--- src/rtl/wavetable_sweep_ctrl.sv ---
// Frequency sweep sequencer feeding the wavetable freq port: steps a frequency word
// from start to stop with a programmable dwell after each accepted word, one-shot or looping.
module wavetable_sweep_ctrl #(
  parameter int DWIDTH      = 24,
  parameter int FRAC_BITS   = 9,
  parameter int DWELL_WIDTH = 32
) (
  input  logic                   clk_i,
  input  logic                   reset_n_i,
  input  logic                   start_i,
  input  logic                   abort_i,
  input  logic [DWIDTH-1:0]      cfg_start_i,
  input  logic [DWIDTH-1:0]      cfg_stop_i,
  input  logic [DWIDTH-1:0]      cfg_step_i,
  input  logic [DWELL_WIDTH-1:0] cfg_dwell_i,
  input  logic                   cfg_loop_i,
  output logic [DWIDTH-1:0]      freq_data_o,
  output logic                   freq_valid_o,
  input  logic                   freq_ready_i,
  output logic                   busy_o,
  output logic                   done_o
);

  if (FRAC_BITS >= DWIDTH) begin : g_bad_frac
    $error("FRAC_BITS must be smaller than DWIDTH");
  end

  typedef enum logic [1:0] {
    S_IDLE,
    S_EMIT,
    S_DWELL,
    S_DONE
  } state_t;

  state_t                 state_q, state_d;
  logic [DWIDTH-1:0]      cur_q, cur_d;
  logic [DWELL_WIDTH-1:0] cnt_q, cnt_d;
  logic                   abort_pend_q, abort_pend_d;

  logic [DWIDTH-1:0]      start_q, stop_q, step_q;
  logic [DWELL_WIDTH-1:0] dwell_q;
  logic                   loop_q, single_q;
  logic                   load;

  logic [DWIDTH:0]        sum;
  logic [DWIDTH-1:0]      next_freq;
  logic                   handshake;

  // One bit of headroom so a carry out of the add clamps to stop instead of wrapping.
  assign sum       = {1'b0, cur_q} + {1'b0, step_q};
  assign next_freq = (sum > {1'b0, stop_q}) ? stop_q : sum[DWIDTH-1:0];
  assign handshake = (state_q == S_EMIT) && freq_ready_i;

  always_comb begin
    state_d      = state_q;
    cur_d        = cur_q;
    cnt_d        = cnt_q;
    abort_pend_d = abort_pend_q;
    load         = 1'b0;
    case (state_q)
      S_IDLE: begin
        if (start_i && !abort_i) begin
          load         = 1'b1;
          cur_d        = cfg_start_i;
          abort_pend_d = 1'b0;
          state_d      = S_EMIT;
        end
      end
      S_EMIT: begin
        if (abort_i) abort_pend_d = 1'b1;
        if (handshake) begin
          if (abort_i || abort_pend_q) begin
            abort_pend_d = 1'b0;
            state_d      = S_IDLE;
          end else begin
            cnt_d   = dwell_q;
            state_d = S_DWELL;
          end
        end
      end
      S_DWELL: begin
        if (abort_i) begin
          state_d = S_IDLE;
        end else if (cnt_q != '0) begin
          cnt_d = cnt_q - DWELL_WIDTH'(1);
        end else if (single_q || (cur_q == stop_q)) begin
          // Degenerate sweeps never loop: they would just repeat the start word forever.
          if (loop_q && !single_q) begin
            cur_d   = start_q;
            state_d = S_EMIT;
          end else begin
            state_d = S_DONE;
          end
        end else begin
          cur_d   = next_freq;
          state_d = S_EMIT;
        end
      end
      S_DONE:  state_d = S_IDLE;
      default: state_d = S_IDLE;
    endcase
  end

  always_ff @(posedge clk_i) begin
    if (!reset_n_i) begin
      state_q      <= S_IDLE;
      cur_q        <= '0;
      cnt_q        <= '0;
      abort_pend_q <= 1'b0;
    end else begin
      state_q      <= state_d;
      cur_q        <= cur_d;
      cnt_q        <= cnt_d;
      abort_pend_q <= abort_pend_d;
    end
  end

  always_ff @(posedge clk_i) begin
    if (!reset_n_i) begin
      start_q  <= '0;
      stop_q   <= '0;
      step_q   <= '0;
      dwell_q  <= '0;
      loop_q   <= 1'b0;
      single_q <= 1'b0;
    end else if (load) begin
      start_q  <= cfg_start_i;
      stop_q   <= cfg_stop_i;
      step_q   <= cfg_step_i;
      dwell_q  <= cfg_dwell_i;
      loop_q   <= cfg_loop_i;
      single_q <= (cfg_step_i == '0) || (cfg_start_i >= cfg_stop_i);
    end
  end

  // cur only changes on the way into EMIT, so outside EMIT it is the last word sent.
  assign freq_data_o  = cur_q;
  assign freq_valid_o = (state_q == S_EMIT);
  assign busy_o       = (state_q == S_EMIT) || (state_q == S_DWELL);
  assign done_o       = (state_q == S_DONE);

endmodule

--- config.mk ---
export PLATFORM = sky130hd
export DESIGN_NAME = wavetable_sweep_ctrl
export DESIGN_NICKNAME = d
export VERILOG_FILES = /design/src/rtl/wavetable_sweep_ctrl.sv
export SDC_FILE = /design/constraint.sdc
export NUM_CORES = 1
export LEC_CHECK = 0
export CAP_MARGIN = 0
export CORE_MARGIN = 5
export CORE_UTILIZATION = 57
export CTS_CLUSTER_SIZE = 28
export DETAILED_ROUTE_END_ITERATION = 12
export PLACE_DENSITY = 0.94
export SLEW_MARGIN = 25
export SYNTH_ARGS = -nofsm -noshare
export SYNTH_HDL_FRONTEND = slang
export SYNTH_SLANG_ARGS = --single-unit
--- constraint.sdc ---
create_clock -name clk_i -period 6 [get_ports clk_i]
set_clock_uncertainty 0.15 [all_clocks]
set_input_delay 1.8 -clock clk_i [delete_from_list [all_inputs] [get_ports clk_i]]
set_output_delay 1.8 -clock clk_i [all_outputs]
set_load 0.01 [all_outputs]
==> impl_metrics.ini <==
[setup_path]
required_ps = 6170
cp.arrival_ps = 5410
critPathLaunchType = flop
crit_family = compound AO/OA/AOI/OAI gates
worstPathCellList = ha_1, fa_1, a211oi_1, o21a_1, a21oi_1, o31a_1, nor3_1, nor2_1, ha_1, nand4_1, nor4_1, o31ai_1, a31oi_1, o21a_1, nor2_1, o41ai_1, a211oi_2
slowest_delay_ps = 660
endpoint_kind = flop
critical_path.max_fanout = 20
criticalPathCategory = reg2reg
critical_path_buf_inv_count = 0
cpMaxStageDelayCell = o21a_1

[timing]
min_period_ps = 5240
slew_headroom_pct = 31.7
setup_viol = 0
hold_violations = 0
fin_crit_sh_pct = 87.3
drv_slew = 0
worstMarginPinSlew_ps = 1020
fin_tns_setup_ps = 0
max_freq_mhz = 191
holdWs_ps = 314
rsz0062_at_grt = no

[yosys]
yosysWarnings = 0
synth_edf_count = 0
synth_top_family_by_area = compound AO/OA/AOI/OAI gates
yosys.area_share.xor_xnor_pct = 3.27
synth_ff_type = dfxtp_1
synth_top_area_cell = dfxtp_1
synth_fp_nets = 1573
syn_area_um2 = 10700
synthSimpleGateAreaFrac_pct = 21.1
synth-async-reset-ratio_pct = 0
yosysSeqAreaShare_pct = 30.8
synth.avg_cell_area_um2 = 7.75
synth_compound_area_share_pct = 29.2
synth.area.mux_share_pct = 0.385
synth.top_cell.area_share_pct = 30.8
ys_ff_latch = 165
synthAdderAreaFrac_pct = 9.29
synth_cells = 1384
post_synth_num_cell_types = 76
synth_area_leaders = dfxtp_1 (31%), ha_1 (9.1%), nand2_1 (9.0%), a21boi_0 (7.6%), a21oi_1 (4.3%)

[power_and_ir_drop]
vdd_drop_max_v = 0.000233
power.leakage_nw = 5.07
p_per_area_nw_per_um2 = 278

[layout]
syn2layout_area_growth_pct = 18.9
fillers = 1517
multiInputGateArea_um2 = 6800
postLayoutCoreUtil_pct = 68.4
finalNetCount = 1656
antenna_cells = 0
seq_area_um2 = 3300
drive_above_1_share_pct = 6.62
fin_cells = 1714

[cts]
cts-root-buf = clkbuf_16
cts_tree = built
cts_sinks = 165
cts-buffers-inserted = 17
h-tree-depth = 4
cts_max_path_buffers = 2
clk_latency_ps = 450
postCtsSetupBuffers = 0
cts_hold_buffers = 0
post_cts_resized = 0
path_clk_slew_ps = 70

[placed_design]
place.gp.congestion = 1.01
hpwl_um = 22900
portBuffers = 136
dp.cells = 1682

[global_routing]
grt_use_total_pct = 28.8
grt_start_max_net_pins = 79
grt_overflow_total = 0
first_global_vias = 10200
grt_pass1_wl_um = 51300
antenna_found_initial = 0

[die]
start_util_pct = 57.5
rows = 50
die_area_um2 = 21700
io_pins = 137
die_w_um = 147
core_um2 = 18600
dieHeight_um = 147

[route]
vias = 10800
drc = 0
drt_iter0_markers = 1002
dr.pass1.iters = 6
viasPerCell = 6.28
wl_per_cell_um = 18.7
antenna_left = 0
wirelength_um = 32100

[run]
cap_violations = 0

[worst_hold_path]
hold_path_class = reg2reg

[outcome]
status = finished clean
==> where the power goes <==
group	internal (mW)	total, mW	leakage, nW	switching, mW
clock	0.632	1.15	0.303	0.516
combinational	0.450	1.12	3.42	0.675
sequential	1.18	1.27	1.35	0.0921
==> sequential cells by signal (all words and copies together) (netlist names) <==
name / flops
cnt_q: 32
state_q: 2
stop_q: 24
dwell_q: 32
single_q: 1
step_q: 24
loop_q: 1
abort_pend_q: 1
start_q: 24
freq_data_o: 24
==> worst reg2reg max path, stage by stage, from the launching register on <==
cell	delay [ps]
dfxtp_1	350
ha_1	250
fa_1	430
a211oi_1	240
o21a_1	250
a21oi_1	120
o31a_1	260
nor3_1	290
nor2_1	80
ha_1	330
nand4_1	130
nor4_1	400
o31ai_1	140
a31oi_1	250
o21a_1	660
nor2_1	250
o41ai_1	460
a211oi_2	70
==> cells in the mapped netlist, drive strengths merged (10+ instances only) <==
library cell	n
nand2	256
dfxtp	165
a21boi	109
a21oi	93
ha	78
nor2	74
inv	70
o21ai	69
clkbuf	63
nor3	30
xor2	30
a31oi	25
nor4	25
o221a	25
nand3	24
buf	21
a21o	19
and2	17
nand4	16
a41oi	13
o211ai	13
a211oi	11
and3	11
o21a	11
xnor2	10
==> path summary, 6_finish.rpt <==
path / end / slack [ps] / cells after the start / start
worst min register to register: start_q[20] / 310 / 2 / start_q[20]
worst min-delay path: start_q[20] / 310 / 2 / start_q[20]
worst max register to register: freq_data_o[23] / 760 / 17 / freq_data_o[0]
worst max-delay path: freq_data_o[23] / 760 / 17 / freq_data_o[0]
==> per-stage QoR <==
| stage | total power, mW | area (µm²) | setup WS (ps) |
|---|---|---|---|
| 2_1_floorplan | 2.01 | 10700 | 1700 |
| 3_3_place_gp | 2.34 | 12100 | 1080 |
| 3_5_place_dp | 2.38 | 12100 | 879 |
| 4_1_cts | 3.53 | 12800 | 845 |
| 5_1_grt | 3.71 | 12800 | 295 |
| 6_report | 3.55 | 12800 | 763 |
==> cell usage in the layout, fill, tap and decap left out, types with 16 or more instances in the layout <==
cell               n
nand3_1           24
nand2_1          256
dfxtp_1          165
o221a_2           25
a21boi_0         109
nor4_1            23
and2_1            17
clkbuf_16         17
clkdlybuf4s50_1  135
o21ai_0           68
nor2_1            73
nor3_1            30
a31oi_1           25
inv_1             70
ha_1              77
xor2_1            30
a21oi_1           93
a21o_1            19
nand4_1           16
==> layout make-up <==
class | instances | share of cell area, %
Clock buffer | 17 | 3.34
Clock inverter | 15 | 1.50
Inverter | 71 | 2.09
Multi-Input combinational cell | 1063 | 53.4
Sequential cell | 165 | 25.9
Tap cell | 234 | 2.30
Timing Repair Buffer | 149 | 11.5
==> routing by layer <==
layer	global-route usage, %	vias up	wire, µm
met5	0	-	0
met3	6.11	112	2690
li1	-	5130	-
met4	13.2	0	1550
met2	49.1	567	15300
met1	34.8	4954	12500
==> cells by family after synthesis <==
kind of cell,after synthesis
buf+inv,156
fa+ha+maj,79
xor+xnor,40
flops,165
simple gates,493
compound gates,447
mux,4
No activity file was read; power rests on OpenSTA's default activity.
